## config.mk

```make
export PLATFORM = sky130hd
export DESIGN_NAME = csr_unit
export DESIGN_NICKNAME = d
export VERILOG_FILES = /design/src/rtl/csr_unit.sv
export SDC_FILE = /design/constraint.sdc
export NUM_CORES = 1
export LEC_CHECK = 0
export CAP_MARGIN = 20
export CORE_MARGIN = 2
export CORE_UTILIZATION = 40
export DETAILED_ROUTE_END_ITERATION = 8
export HOLD_SLACK_MARGIN = 0.1
export PLACE_DENSITY = 0.69
export SYNTH_ARGS = -nofsm -noshare
export SYNTH_HDL_FRONTEND = slang
export SYNTH_SLANG_ARGS = --single-unit
```

## constraint.sdc

```tcl
create_clock -name clk -period 6.5 [get_ports clk]
set_input_delay 1.3 -clock clk [delete_from_list [all_inputs] [get_ports clk]]
set_output_delay 1.3 -clock clk [all_outputs]
set_load 0.02 [all_outputs]
```

## src/rtl/csr_unit.sv

```systemverilog
// Machine-mode CSR file and trap controller for the MW pipeline stage.
// Holds mstatus/mie/mip/mtvec/mepc/mcause/mcycle and redirects fetch on trap or mret.
module csr_unit #(
  parameter logic [31:0] MTVEC_RESET = 32'h0000_0000,
  parameter int unsigned SYNC_STAGES = 2
) (
  input  logic        clk,
  input  logic        rst,
  input  logic        valid_MW,
  input  logic        Stall_MW,
  input  logic        csr_rd_en_MW,
  input  logic        csr_wr_en_MW,
  input  logic        mret_MW,
  input  logic [11:0] csr_addr,
  input  logic [31:0] csr_wdata,
  input  logic [31:0] pc_MW,
  input  logic        timer_irq,
  input  logic        ext_irq,
  output logic [31:0] csr_rdata,
  output logic        epc_taken,
  output logic [31:0] epc_pc,
  output logic        kill_MW
);

  localparam logic [11:0] ADDR_MSTATUS = 12'h300;
  localparam logic [11:0] ADDR_MIE     = 12'h304;
  localparam logic [11:0] ADDR_MTVEC   = 12'h305;
  localparam logic [11:0] ADDR_MEPC    = 12'h341;
  localparam logic [11:0] ADDR_MCAUSE  = 12'h342;
  localparam logic [11:0] ADDR_MIP     = 12'h344;
  localparam logic [11:0] ADDR_MCYCLE  = 12'hB00;

  localparam logic [4:0] CODE_EXT   = 5'd11;
  localparam logic [4:0] CODE_TIMER = 5'd7;

  logic [SYNC_STAGES-1:0] r_tsync;
  logic [SYNC_STAGES-1:0] r_esync;

  logic        r_mie_bit;
  logic        r_mpie;
  logic        r_mtie;
  logic        r_meie;
  logic [29:0] r_mtvec_base;
  logic        r_mtvec_mode;
  logic [29:0] r_mepc;
  logic [31:0] r_mcause;
  logic [31:0] r_mcycle;

  logic        w_go;
  logic        w_mtip;
  logic        w_meip;
  logic        w_ext;
  logic        w_tmr;
  logic        w_irq;
  logic        w_trap;
  logic        w_mret;
  logic        w_wr;
  logic [4:0]  w_cause_code;
  logic [31:0] w_base;
  logic [31:0] w_vec_off;
  logic [31:0] w_rdata;
  logic [31:0] w_epc_pc;
  logic [31:0] w_mstatus_val;
  logic [31:0] w_mie_val;
  logic [31:0] w_mip_val;
  logic [31:0] w_mtvec_val;
  logic [31:0] w_mepc_val;
  logic        w_unused_pc;

  assign w_unused_pc = ^pc_MW[1:0];

  // Interrupt line synchronisers: shift the raw request through SYNC_STAGES flops.
  always_ff @(posedge clk or negedge rst) begin
    if (!rst) begin
      r_tsync <= '0;
      r_esync <= '0;
    end else begin
      r_tsync <= {r_tsync[SYNC_STAGES-2:0], timer_irq};
      r_esync <= {r_esync[SYNC_STAGES-2:0], ext_irq};
    end
  end

  assign w_mtip = r_tsync[SYNC_STAGES-1];
  assign w_meip = r_esync[SYNC_STAGES-1];

  assign w_go   = valid_MW & ~Stall_MW;
  assign w_ext  = r_mie_bit & r_meie & w_meip;
  assign w_tmr  = r_mie_bit & r_mtie & w_mtip;
  assign w_irq  = w_ext | w_tmr;
  assign w_trap = w_go & w_irq;
  assign w_mret = w_go & mret_MW & ~w_irq;
  // A trapped instruction is killed, so its CSR write never lands.
  assign w_wr   = w_go & csr_wr_en_MW & ~w_trap;

  assign w_cause_code  = w_ext ? CODE_EXT : CODE_TIMER;
  assign w_base        = {r_mtvec_base, 2'b00};
  assign w_vec_off     = {25'h000_0000, w_cause_code, 2'b00};

  assign w_mstatus_val = {24'h00_0000, r_mpie, 3'b000, r_mie_bit, 3'b000};
  assign w_mie_val     = {20'h0_0000, r_meie, 3'b000, r_mtie, 7'h00};
  assign w_mip_val     = {20'h0_0000, w_meip, 3'b000, w_mtip, 7'h00};
  assign w_mtvec_val   = {r_mtvec_base, 1'b0, r_mtvec_mode};
  assign w_mepc_val    = {r_mepc, 2'b00};

  // CSR read mux: pre-write value of the addressed register, zero when not reading.
  always_comb begin
    w_rdata = 32'h0000_0000;
    if (csr_rd_en_MW) begin
      case (csr_addr)
        ADDR_MSTATUS: w_rdata = w_mstatus_val;
        ADDR_MIE:     w_rdata = w_mie_val;
        ADDR_MTVEC:   w_rdata = w_mtvec_val;
        ADDR_MEPC:    w_rdata = w_mepc_val;
        ADDR_MCAUSE:  w_rdata = r_mcause;
        ADDR_MIP:     w_rdata = w_mip_val;
        ADDR_MCYCLE:  w_rdata = r_mcycle;
        default:      w_rdata = 32'h0000_0000;
      endcase
    end else begin
      w_rdata = 32'h0000_0000;
    end
  end

  // Redirect target: trap vector (direct or vectored), mepc on mret, else the trap base.
  always_comb begin
    w_epc_pc = w_base;
    if (w_trap) begin
      if (r_mtvec_mode) begin
        w_epc_pc = w_base + w_vec_off;
      end else begin
        w_epc_pc = w_base;
      end
    end else if (w_mret) begin
      w_epc_pc = w_mepc_val;
    end else begin
      w_epc_pc = w_base;
    end
  end

  assign csr_rdata = w_rdata;
  assign epc_pc    = w_epc_pc;
  assign epc_taken = w_trap | w_mret;
  assign kill_MW   = w_trap;

  // mstatus: trap stacks MIE into MPIE, mret restores it, otherwise CSR write.
  always_ff @(posedge clk or negedge rst) begin
    if (!rst) begin
      r_mie_bit <= 1'b0;
      r_mpie    <= 1'b0;
    end else if (w_trap) begin
      r_mpie    <= r_mie_bit;
      r_mie_bit <= 1'b0;
    end else if (w_mret) begin
      r_mie_bit <= r_mpie;
      r_mpie    <= 1'b1;
    end else if (w_wr && (csr_addr == ADDR_MSTATUS)) begin
      r_mie_bit <= csr_wdata[3];
      r_mpie    <= csr_wdata[7];
    end
  end

  // mie and mtvec change only by CSR write.
  always_ff @(posedge clk or negedge rst) begin
    if (!rst) begin
      r_mtie       <= 1'b0;
      r_meie       <= 1'b0;
      r_mtvec_base <= MTVEC_RESET[31:2];
      r_mtvec_mode <= MTVEC_RESET[0];
    end else if (w_wr) begin
      if (csr_addr == ADDR_MIE) begin
        r_mtie <= csr_wdata[7];
        r_meie <= csr_wdata[11];
      end
      if (csr_addr == ADDR_MTVEC) begin
        r_mtvec_base <= csr_wdata[31:2];
        r_mtvec_mode <= csr_wdata[0];
      end
    end
  end

  // mepc/mcause: captured on trap, otherwise loaded by CSR write.
  always_ff @(posedge clk or negedge rst) begin
    if (!rst) begin
      r_mepc   <= 30'h0000_0000;
      r_mcause <= 32'h0000_0000;
    end else if (w_trap) begin
      r_mepc   <= pc_MW[31:2];
      r_mcause <= {1'b1, 26'h000_0000, w_cause_code};
    end else if (w_wr) begin
      if (csr_addr == ADDR_MEPC) begin
        r_mepc <= csr_wdata[31:2];
      end
      if (csr_addr == ADDR_MCAUSE) begin
        r_mcause <= csr_wdata;
      end
    end
  end

  // mcycle: free-running, a CSR write replaces the increment for that cycle.
  always_ff @(posedge clk or negedge rst) begin
    if (!rst) begin
      r_mcycle <= 32'h0000_0000;
    end else if (w_wr && (csr_addr == ADDR_MCYCLE)) begin
      r_mcycle <= csr_wdata;
    end else begin
      r_mcycle <= r_mcycle + 32'h0000_0001;
    end
  end

endmodule

```

; ---- Yosys cells after proc, flatten, opt, wreduce, memory -nomap -nowiden
; Cells that the tools add are included.
; W data, S select, Z words.
[word_totals]
input_bits = 85
output_inout_bits = 66
register_bits = 133
[op_classes]
reduce_logical = 10
n_bitwise = 15
n_eq_ne = 7
add_sub_neg = 2
n_mux = 19
[op_table]
columns = cell, count
row1 = $mux W32, 8
row2 = $pmux W32 S7, 1
row3 = $mux W30, 3
row4 = $eq A12 B10 Y1 const B, 6
row5 = $add A32 B1 Y32 const B, 1
row6 = $add A32 B6 Y32, 1
row7 = $eq A12 B12 Y1 const B, 1
row8 = $and A1 B1 Y1, 10
row9 = $reduce_and A2 Y1, 4
row10 = $mux W1, 6
row11 = $reduce_bool A2 Y1, 3
row12 = $mux W4, 1
row13 = $not A1 Y1, 3
row14 = $reduce_bool A3 Y1, 1
row15 = $logic_and A1 B1 Y1, 2
row16 = $or A1 B1 Y1, 2

; ---- Logic depth before layout (Yosys ltp)
; Gate-level depths: netlist of the first run.
[logic_depth]
word_depth = 10
mapped_depth = 9
mapped_depth_nobuf = 8

; ---- Worst setup path after synthesis of the first run
; No wires, ideal clock.
[synth_path]
kind = input -> output
from = input port csr_addr[5]
to = output port csr_rdata[16]
path_buffers = 1
cell_stages = 6
arrival_ns = 3.154
slack_ns = 2.046
path_cell_list = or4b_4 > or4_1 > a21oi_1 > o31ai_1 > clkbuf_1 > a21oi_1
[synth_via]
elab_chain_len = 3
word_cells_on_any_way = 9
cone_classes = eq/ne (7) / mux (2)
[synth_rtl]
columns = element, line_no
row1 = "start, declared", 14  ; input logic [11:0] csr_addr,
row2 = $eq A12 B12 Y1 / $eq A12 B10 Y1 (equally long branches), 109  ; case (csr_addr)
row3 = $pmux W32 S7 *, 109
row4 = $mux W32 *, 108  ; if (csr_rd_en_MW) begin
row5 = "end, declared", 19  ; output logic [31:0] csr_rdata,
; Every way passes the cells marked *; elsewhere a longest branch is shown, timed or not.

; ---- Worst setup path in the final report of the first run
[layout_path]
from = input port csr_addr[5]
to = output port csr_rdata[7]
; Same word-level chain as after synthesis.

==> reports/results.ini, run 1 <==
[worst_setup_path]
r2r_slack_ns=4.01
startpoint=csr_addr[5]
worst_ep_arrival_time_ns=4.48
worstSetupEndpoint=csr_rdata[7]
cp-end-kind=primary output
crit_type=input port to primary output
worstPathRequired_ns=5.20
crit_chain=clkdlybuf4s50_1, or4b_4, or4_1, a21oi_1, o31ai_4, buf_4, a21oi_1, clkdlybuf4s50_1
critPathMaxStageDelay_ns=0.64
crit_slowest_cell=clkdlybuf4s50_1
r2r_cells=8
cp-start-kind=input port
crit_fanout=17
r2r_start=r_meie
reg2reg_to=r_mie_bit

[detailed_routing]
drtPass1Iterations=5
via_count=7869
antenna_left=0
via_per_inst=6.05
drc=0
wirelength_um=26400
drtIter0Drc=887
wl_per_cell_um=20.3

[clock_tree]
path_clk_slew_ns=0.06
clockBufferDepth=2
cts_resized=0
postCtsSetupBuffers=0
cts_max_level=4
cts_tree=done
cts_buffers=17
cts-root-buf=clkbuf_16
clk_latency_ns=0.42
hold_buffers=0
cts_sinks=133

[floorplan]
die_area_um2=21100
start_util_pct=40.8
core_um2=19500
fp-row-count=51
io_pins=151
die_w_um=145
fp.dieH_um=145

[global_routing]
antenna_found_initial=0
grt_pass1_wl_um=42100
grt_pass1_vias=7627
gr-total-overflow=0
grt_usage_pct=25.1
grt_max_degree=85

[timing]
maxSlewHeadroom_pct=33.0
setup_tns_ns=0
hold_viol=0
tightest_slew_ns=1.00
period_minus_slack_ns=5.78
fmax_mhz=173
drv_slew=0
period_share_pct=88.9
setup_viol=0
rsz0062_at_grt=false
skew_ns=0.00738

[final_layout]
num_antenna_cells=0
finalInstanceArea_um2=10300
drive_gt1_share_pct=7.24
layout.nets=1112
area_growth_pct=29.9

[synth]
yosysTopAreaCellShare_pct=41.8
synth-main-ff-cell=dfrtp_1
synthTopCellsByArea=dfrtp_1, nand2_1, mux2_1
yosysTopAreaCell=dfrtp_1
syn_inst=905
netlist_area_um2=7960
ys_warn_count=0
ys_seq_elements=133
syn_area_per_cell_um2=8.80
synth_edf_count=0
synth_cell_types=68
seq_area_frac_synth_pct=41.8
synthArstFlopShare_pct=100

[job]
maxCapViolCount=0

[placement]
dpl.hpwl_um=17700
io_buffers=146
dpl_cell_area_um2=9660
place_congestion=0.847

[power]
ir_drop_mv=0.164
power.density_nw_per_um2=201
p_leak_nw=4.02

[outcome]
outcome=finished clean

[min_path]
min_path_type=flop to flop

worst min path at each step:
| stage | endpoint | cells after the start | startpoint |
|---|---|---|---|
| final | r_esync[1] | 0 | r_esync[0] |
| after detailed placement | r_esync[1] | 0 | r_esync[0] |
| after global placement | r_tsync[1] | 0 | r_tsync[0] |
| after global routing | r_esync[1] | 0 | r_esync[0] |
| after CTS | r_esync[1] | 0 | r_esync[0] |
| after floorplan | r_esync[1] | 0 | r_esync[0] |
per-layer routing:
metal,track usage (%),part of all wire [%],vias up
met2,39.9,47,350
li1,-,-,3609
met4,8.19,1.9,0
met5,0,0,-
met3,5.85,7.5,39
met1,33.9,44,3871
worst max-delay path, delay by kind of cell:
kind	cells	cell delay (ns)
AOI/OAI and AO/OA	3	0.68
buffers and inverters	3	1.41
and+or+nand+nor	2	1.10
layout by cell type, fill, tap and decap left out, types with 6 or more instances in the layout:
cell             Yosys  final
a31oi_1             32     32
nand2b_1             8      8
and4_1               6      6
a22o_1              32     32
dfrtp_1            133    133
a221oi_1             6      6
inv_1               16     16
clkdlybuf4s50_1      0    145
o211ai_1             6      6
nor3_1              18     18
nand2_1            169    169
nand4_1             12     12
or4_1                7      7
a21oi_1             37     36
clkbuf_16            0     17
mux2i_1              7      7
xor2_1               7      7
a221o_1             11     11
o21ai_1             32     31
xnor2_1             27     27
nor2_1              59     59
mux2_1              28     28
o21ai_0             24     24
a22oi_1             16     16
a222oi_1            27     27
nand3_1             28     27
nor4_1              11     10
buf_4                2     19
logic make-up after synthesis:
family          Yosys count  share of synthesized area (%)
mux                      35                           4.84
fa+ha+maj                 4                          0.629
simple gates            362                           22.3
flops                   133                           41.8
other cells               1                         0.0471
compound gates          251                           22.3
xor+xnor                 34                           3.74
buf+inv                  85                           4.42
cell type report:
cell class | count | area, µm²
Fill cell | 1837 | 9180
Timing Repair Buffer | 166 | 1640
Sequential cell | 133 | 3330
Multi-Input combinational cell | 688 | 4340
Inverter | 17 | 63.8
Tap cell | 265 | 332
Clock buffer | 19 | 433
Clock inverter | 13 | 205
where the power goes:
group | internal (W) | switching [W] | total [W]
Clock | 0.000680 | 0.000378 | 0.00106
Sequential | 0.000847 | 0.0000260 | 0.000873
Combinational | 0.0000718 | 0.0000756 | 0.000147
synth_stat cells (all sizes together) (7+ instances only):
cell type  count
mux2i          7
and4           7
or4            8
o21ai         56
nand2        169
a21oi         37
a221o         11
nor3          18
a31oi         32
xnor2         27
buf           25
dfrtp        133
a22oi         16
mux2          28
nand4         14
nand3         28
inv           16
nor4          16
clkbuf        43
nor2          59
a222oi        27
nand2b         8
xor2           7
a22o          32
state kept, by name (all words and copies together), names as in the netlist:
| signal | flops |
|---|---|
| r_mcycle | 32 |
| r_mtvec_mode | 1 |
| r_mtvec_base | 30 |
| r_mpie | 1 |
| r_mepc | 30 |
| r_mtie | 1 |
| r_mcause | 32 |
| r_meie | 1 |
| r_mie_bit | 1 |
| r_tsync | 2 |
| r_esync | 2 |
per-stage QoR:
step                hold WS (ns)  total power, W  std cells  worst slack [ns]  utilization, %
floorplan                  0.331        0.000928        906              2.05               -
CTS                        0.350         0.00209       1299             0.721            52.7
global placement           0.335         0.00103       1267             0.754            49.5
detailed placement         0.336         0.00103       1267             0.726            49.5
finish                     0.346         0.00208       1301             0.720            53.0
global route               0.356         0.00214       1301             0.606            53.0
(Power assumes the default switching activity.)
==> run 2: changes to the inputs <==
--- a/config.mk
+++ b/config.mk
@@ -5,7 +5,6 @@
 export SDC_FILE = /design/constraint.sdc
 export NUM_CORES = 1
 export LEC_CHECK = 0
-export CAP_MARGIN = 20
 export CORE_MARGIN = 2
 export CORE_UTILIZATION = 40
 export DETAILED_ROUTE_END_ITERATION = 8
==> run 2 against run 1 <==
  * Critical path depth stayed put
  * Global-route usage did not move
  * First-iteration DRC count increased by 1.0%
  * Routed wire length fell by 0.11%
  * Via count hardly changed
  * Setup slack worse by 0.027 ns
  * Flip-flop and latch count unchanged
  * Die area unchanged
==> reports/results.ini, run 2 (synthesis results as in run 1) <==
[job]
maxCapViolCount=0  ; unchanged

[floorplan]
die_w_um=145  ; unchanged
start_util_pct=40.8  ; unchanged
core_um2=19500  ; unchanged
fp.dieH_um=145  ; unchanged
fp-row-count=51  ; unchanged
io_pins=151  ; unchanged
die_area_um2=21100  ; unchanged

[outcome]
outcome=finished clean

[detailed_routing]
via_count=7865  ; -0.051%
wirelength_um=26400  ; -0.11%
drtPass1Iterations=5  ; unchanged
wl_per_cell_um=20.3  ; about the same
drtIter0Drc=896  ; +1.0%
drc=0  ; unchanged
via_per_inst=6.05  ; +0.10%
antenna_left=0  ; unchanged

[global_routing]
grt_max_degree=85  ; unchanged
grt_usage_pct=25.1  ; unchanged
grt_pass1_wl_um=42100  ; unchanged
antenna_found_initial=0  ; unchanged
gr-total-overflow=0  ; unchanged
grt_pass1_vias=7627  ; unchanged

[final_layout]
final_common_cell=nand2_1
layout.nets=1110  ; -0.18%
drive_gt1_share_pct=7.06  ; -0.18 points
stdcell_count=1299  ; -0.15%
reg_top3=r_mcause (32), r_mcycle (32)
final_cell_mix=nand2_1, clkdlybuf4s50_1, dfrtp_1, nor2_1, a21oi_1
fillerInstances=1840  ; +0.16%
num_antenna_cells=0  ; unchanged
area_growth_pct=29.4

[clock_tree]
cts-root-buf=clkbuf_16
cts_tree=done
cts_sinks=133  ; unchanged
hold_buffers=0  ; unchanged
cts_max_level=4  ; unchanged
clockBufferDepth=2  ; unchanged
cts_resized=0  ; unchanged
clk_latency_ns=0.42  ; about the same
cts_buffers=17  ; unchanged
postCtsSetupBuffers=0  ; unchanged
path_clk_slew_ns=0.06  ; about the same

[worst_setup_path]
r2r_slack_ns=3.98  ; -0.03 ns
crit_fanout=17  ; unchanged
cp-end-kind=primary output
worstPathRequired_ns=5.20  ; about the same
cp-start-kind=input port
crit_type=input port to primary output
worst_ep_arrival_time_ns=4.51  ; +0.03 ns

[power]
ir_drop_mv=0.164  ; +0.20%
power.density_nw_per_um2=202  ; +0.32%
p_leak_nw=4.00  ; -0.52%

[timing]
maxSlewHeadroom_pct=24.6  ; -8.4 points
fmax_mhz=172  ; -0.46%
setup_tns_ns=0  ; unchanged
skew_ns=0.00730  ; -0.0000858 ns
setup_viol=0  ; unchanged
hold_viol=0  ; unchanged
tightest_slew_ns=1.13  ; +0.130 ns
hold-worst-slack_ns=0.346  ; -0.0000360 ns
drv_slew=0  ; unchanged
period_share_pct=89.3  ; +0.41 points
rsz0062_at_grt=false
period_minus_slack_ns=5.81  ; +0.0268 ns

[placement]
placedCellCount=1267  ; unchanged
dpl.hpwl_um=17700  ; unchanged
io_buffers=146  ; unchanged
place_congestion=0.847  ; unchanged

[min_path]
min_path_type=flop to flop

[run 2: per-layer routing]
layer  vias up  share of wire (%)  track usage (%)
met5         -                  0                0
met4         0                2.1             8.19
met3        43                7.8             5.85
met2       356                 47             39.9
met1      3865                 43             33.9
li1       3601                  -                -
[run 2: cell type report]
type                            instances  area, µm²  area share [%]
Sequential cell                       133       3330            32.3
Clock inverter                         13        205            1.99
Timing Repair Buffer                  164       1590            15.5
Inverter                               17       63.8           0.620
Clock buffer                           19        433            4.20
Multi-Input combinational cell        688       4340            42.2
Tap cell                              265        332            3.22
[run 2: per-stage QoR]
step                      util, %  total power, W  setup slack [ns]  area (µm²)
after floorplan                 -        0.000928              2.05        7970
after global placement       49.5         0.00103             0.754        9660
after detailed placement     49.5         0.00103             0.726        9660
after CTS                    52.7         0.00209             0.721       10300
after global routing         52.7         0.00214             0.614       10300
final                        52.7         0.00208             0.694       10300
[run 2: path summary, 6_finish.rpt]
kind | from | end | cells past startpoint
worst max-delay path | csr_addr[5] | csr_rdata[7] | 8
worst min-delay path | r_esync[0] | r_esync[1] | 0
worst max register to register | r_meie | r_mcycle[31] | 5
worst min register to register | r_esync[0] | r_esync[1] | 0
max in group asynchronous | rst | r_mtvec_base[19] | 2
min in group asynchronous | rst | r_mcause[4] | 1
[run 2: power breakdown]
part | leakage (nW) | switching, W | total [W] | internal, W
registers | 1.79 | 0.0000257 | 0.000873 | 0.000847
logic | 1.90 | 0.0000754 | 0.000145 | 0.0000700
clock network | 0.303 | 0.000377 | 0.00106 | 0.000680
[run 2: critical path, cell delays in order]
cell	delay, ns
clkdlybuf4s50_1	0.47
or4b_4	0.62
or4_1	0.48
a21oi_1	0.25
o31ai_4	0.23
buf_4	0.30
a21oi_1	0.21
clkdlybuf4s50_1	0.64
==> run 3: changes to the inputs <==
--- a/config.mk
+++ b/config.mk
@@ -5,7 +5,6 @@
 export SDC_FILE = /design/constraint.sdc
 export NUM_CORES = 1
 export LEC_CHECK = 0
-export CORE_MARGIN = 2
 export CORE_UTILIZATION = 40
 export DETAILED_ROUTE_END_ITERATION = 8
 export HOLD_SLACK_MARGIN = 0.1
==> run 3 against run 2 <==
  * Count of clock-buffer cells in the layout unchanged
  * Non-clock buffer count fell by 1
  * Register-to-register slack improved by 0.06 ns
  * Critical path type unchanged
==> reports/results.ini, run 3 (synthesis results as in run 1) <==
[worst_setup_path]
crit_type=input port to primary output
crit_fanout=17  ; unchanged
r2r_slack_ns=4.04  ; +0.06 ns
worstPathRequired_ns=5.20  ; about the same
cp-start-kind=input port
cp-end-kind=primary output
worst_ep_arrival_time_ns=4.48  ; -0.03 ns

[timing]
drv_slew=0  ; unchanged
period_minus_slack_ns=5.78  ; -0.0264 ns
hold_viol=0  ; unchanged
skew_ns=0.00985  ; +0.00255 ns
setup_tns_ns=0  ; unchanged
period_share_pct=88.9  ; -0.41 points
maxSlewHeadroom_pct=25.8  ; +1.2 points
tightest_slew_ns=1.11  ; -0.0176 ns
rsz0062_at_grt=false
fmax_mhz=173  ; +0.46%
setup_viol=0  ; unchanged

[floorplan]
die_area_um2=20500  ; -2.7%
die_w_um=143  ; -1.4%
fp-row-count=51  ; unchanged
core_um2=19500  ; -0.33%
io_pins=151  ; unchanged
fp.dieH_um=143  ; -1.4%
start_util_pct=40.9  ; +0.13 points

[global_routing]
grt_use_met3_pct=5.00  ; -0.85 points
grt_pass1_wl_um=41400  ; -1.6%
grt_pass1_vias=7538  ; -1.2%
top_usage_layer=met2
use_met1_pct=35.6  ; +1.7 points
met2_usage_pct=43.6  ; +3.7 points
gr-total-overflow=0  ; unchanged
antenna_found_initial=0  ; unchanged
grt_usage_pct=26.8  ; +1.7 points
grt_max_degree=92  ; +8.2%

[clock_tree]
path_clk_slew_ns=0.06  ; about the same
cts_buffers=17  ; unchanged
cts_sinks=133  ; unchanged
cts_resized=0  ; unchanged
postCtsSetupBuffers=0  ; unchanged
clockBufferDepth=2  ; unchanged
cts_tree=done
clk_latency_ns=0.43  ; about the same
cts-root-buf=clkbuf_16
cts_max_level=4  ; unchanged
hold_buffers=0  ; unchanged

[final_layout]
num_antenna_cells=0  ; unchanged
area_growth_pct=28.9
layout.nets=1109  ; -0.090%
final_common_cell=nand2_1
finalInstanceArea_um2=10300  ; -0.33%
reg_top3=r_mcause (32), r_mcycle (32)
seqCellArea_um2=3330  ; unchanged
drive_gt1_share_pct=6.98  ; -0.083 points
fillerInstances=1843  ; +0.16%
final_cell_mix=nand2_1, clkdlybuf4s50_1, dfrtp_1, nor2_1, a21oi_1
multi_input_area_um2=4340  ; unchanged

[placement]
io_buffers=146  ; unchanged
dpl_cell_area_um2=9670  ; about the same
dpl.hpwl_um=17700  ; -0.15%
place_congestion=0.908  ; +7.2%

[power]
ir_drop_mv=0.176  ; +7.3%
power.density_nw_per_um2=195  ; -3.1%
p_leak_nw=3.98  ; -0.52%

[detailed_routing]
antenna_left=0  ; unchanged
drtIter0Drc=1038  ; +16%
wirelength_um=26400  ; +0.17%
drtPass1Iterations=8  ; +3
via_per_inst=6.01  ; -0.81%
wl_per_cell_um=20.4  ; +0.33%
via_count=7789  ; -0.97%
drc=0  ; unchanged

[min_path]
min_path_type=flop to flop

[job]
maxCapViolCount=0  ; unchanged

[outcome]
outcome=finished clean

run 3: cell count changes in the layout (fill, tap and decap cells not counted), sizes merged:
cell      change
bufinv        -2
clkinv        +1
inv           -1
buf           -1
clkinvlp      +1
run 3: layer usage:
layer	wire [µm]	share of wire [%]	vias to the layer above
li1	-	-	3587
met1	11400	43	3812
met2	12400	47	353
met3	2110	8.0	37
met4	524	2.0	0
met5	0	0	-
run 3: area by class of cell:
type | instances | area share, %
repair buffers | 163 | 15.6
clock inverters | 12 | 1.52
multi-input cells | 688 | 42.3
flip-flops and latches | 133 | 32.4
clock buffers | 19 | 4.31
inverters | 17 | 0.622
well taps | 265 | 3.23
run 3: path summary, 6_finish.rpt:
| check | endpoint | start | cells after the start |
|---|---|---|---|
| worst min-delay path | r_esync[1] | r_esync[0] | 0 |
| worst min register to register | r_esync[1] | r_esync[0] | 0 |
| max in group asynchronous | r_mepc[23] | rst | 3 |
| worst max register to register | r_mcycle[31] | r_meie | 5 |
| min in group asynchronous | r_esync[1] | rst | 1 |
| worst max-delay path | csr_rdata[3] | csr_addr[5] | 8 |
run 3: through the flow:
step	worst slack, ns	hold WS (ns)	util, %	power (W)	instances
2_1_floorplan	2.05	0.331	-	0.000928	906
3_3_place_gp	0.700	0.335	49.7	0.00103	1266
3_5_place_dp	0.681	0.335	49.7	0.00103	1266
4_1_cts	0.680	0.348	52.7	0.00201	1297
5_1_grt	0.597	0.359	52.7	0.00207	1297
6_report	0.720	0.347	52.7	0.00201	1297
run 3: worst max-delay path, stage by stage:
cell and delay [ns]:
clkdlybuf4s50_1 0.47, or4b_4 0.62, or4_1 0.48, a21oi_1 0.26, o31ai_4 0.22, buf_4 0.29
a21oi_1 0.20, clkdlybuf4s50_1 0.64
run 3: power by group:
group          internal, W  leakage [nW]  total [W]  switching, W
Sequential        0.000847          1.79   0.000873     0.0000253
Combinational    0.0000705          1.90   0.000146     0.0000751
Clock             0.000610         0.281   0.000987      0.000377
Total              0.00153          3.98    0.00201      0.000477
==> RTL edit (config.mk and constraints of run 2) <==
Add an input register stage for `timer_irq` and `ext_irq`, with the module's reset; this delays them by one clock. The other inputs are not delayed to match.
--- a/src/rtl/csr_unit.sv
+++ b/src/rtl/csr_unit.sv
@@ -34,4 +34,17 @@
   localparam logic [4:0] CODE_TIMER = 5'd7;
 
+  logic timer_irq_q;
+  logic ext_irq_q;
+
+  always_ff @(posedge clk or negedge rst) begin
+    if (!rst) begin
+      timer_irq_q <= '0;
+      ext_irq_q   <= '0;
+    end else begin
+      timer_irq_q <= timer_irq;
+      ext_irq_q   <= ext_irq;
+    end
+  end
+
   logic [SYNC_STAGES-1:0] r_tsync;
   logic [SYNC_STAGES-1:0] r_esync;
@@ -76,6 +89,6 @@
       r_esync <= '0;
     end else begin
-      r_tsync <= {r_tsync[SYNC_STAGES-2:0], timer_irq};
-      r_esync <= {r_esync[SYNC_STAGES-2:0], ext_irq};
+      r_tsync <= {r_tsync[SYNC_STAGES-2:0], timer_irq_q};
+      r_esync <= {r_esync[SYNC_STAGES-2:0], ext_irq_q};
     end
   end
Function: changed (Yosys sat finds a counterexample within 4 cycles, from zero or initial values and one cycle with rst low).
==> RTL edit against run 2 <==
- setup slack better by 0.016 ns
- via count is 0.15% higher
- area after synthesis is 3.2% higher
- routed wire length is 1.4% higher
- cell area is 1.3% higher
- worst hold slack hardly changed
- sequential cell count is 2 higher
- total power is 0.52% lower
- critical endpoint is now csr_rdata[2]
==> RTL edit: results (changes against run 2) <==
* R2R setup slack at 3.88 ns (-0.10 ns)
* List of most frequent post-synthesis cells: 135 x dfrtp_1, 129 x nand2_1, 66 x a22oi_1, 63 x nor2_1, 54 x a21oi_1
* Detailed-router iteration count before antenna repair at 6 (+1)
* Nonclk inv count at 16 (-1)
* Area share of xor/xnor cells in the synthesized design at 0.0352 (-0.00221)
* Met3 global-route usage at 0.0484 (-0.0100)
* Clock buffer cells at 21 (+2)
* Finished Layout Cells at 1307 (+0.62%)
* Post-place instance area at 9800 um2 (+1.5%)
* Setup WS pre-CTS at 0.696 ns (-0.0301 ns)
* Result of the run: finished clean
* Multi-input gate area at 4410 um2 (+1.4%)
* P_int at 1.59 mW (-0.20%)
* Part of the Yosys area used for sequential elements at 0.411 (-0.00670)
* Fraction of area in multi-input gates at 0.422 (+0.000516)
* Global-route usage over all layers at 0.251 (about the same)
* Fraction of layout cells with a size suffix above 1 at 0.0955 (+0.0249)
* Final WL at 26.7 mm (+1.4%)
* Worst clock skew at 0.0137 ns (+0.00641 ns)
* Placer congestion estimate at 0.873 (+3.1%)
* Synthesized instance count at 908 (+0.33%)
* Leakage component of the power at 4.05 nW (+1.3%)
* Net Sw Frac at 0.228 (-0.00246)
* Adder and majority cell fraction of the synthesized area at 0.00609 (-0.000192)
* Initial drt markers at 738 (-18%)
* Count of cell types in the netlist at 69 (+1.5%)
* Number of multi-input combinational cells at 687 (-0.15%)
* Largest net degree at the start of global routing at 78 (-8.2%)
* Metal3 WL at 1.70 mm (-18%)
* Worst VDD drop at 0.177 mV (+8.0%)
* FMAX at 173 MHz (+0.28%)
* Vias per cell at 6.03 (-0.46%)
* Final-stage net count at 1113 (+0.27%)
* Synth Area per Inst at 9.05 um2 (+2.8%)
* Synthesized-area fraction occupied by ao, oa, aoi and oai cells at 0.230 (+0.00704)
* CP Max Fanout at 18 (+1)
* M2 GR Usage at 0.402 (+0.00329)
* Dominant cells by area after synthesis: dfrtp_1 41%, a22oi_1 6.0%, nand2_1 5.9%, mux2_2 3.8%, a22o_1 3.5%
* Vias in the first global route at 7614 (-0.17%)
* Min Hold Slack at 0.347 ns (+0.000227 ns)
* Post-Route M1 WL at 12.0 mm (+5.6%)
* Layout clock area frac at 0.0604 (-0.00151)
* Arrival time of data at the critical path endpoint at 4.49 ns (-0.02 ns)
==> RTL edit: final timing paths <==
kind / depth (start not counted) / from / endpoint
setup / recovery: 8 / csr_addr[0] / csr_rdata[2]
hold reg to reg: 0 / r_esync[0]$_DFF_PN0_ / r_esync[1]$_DFF_PN0_
setup reg to reg: 5 / r_meie$_DFFE_PN0P_ / r_mcause[20]$_DFFE_PN0P_
max in group asynchronous: 2 / rst / r_mtvec_base[26]$_DFFE_PN0P_
hold / removal: 0 / r_esync[0]$_DFF_PN0_ / r_esync[1]$_DFF_PN0_
min in group asynchronous: 1 / rst / r_mepc[6]$_DFFE_PN0P_
==> RTL edit: cell families (layout without fill, tap and decap cells) <==
kind of cell,after synthesis,in the layout
fa+ha+maj,4,4
mux,41,41
other cells,1,2
flops,135,135
simple gates,336,336
xor+xnor,33,33
compound gates,271,271
buf+inv,87,215
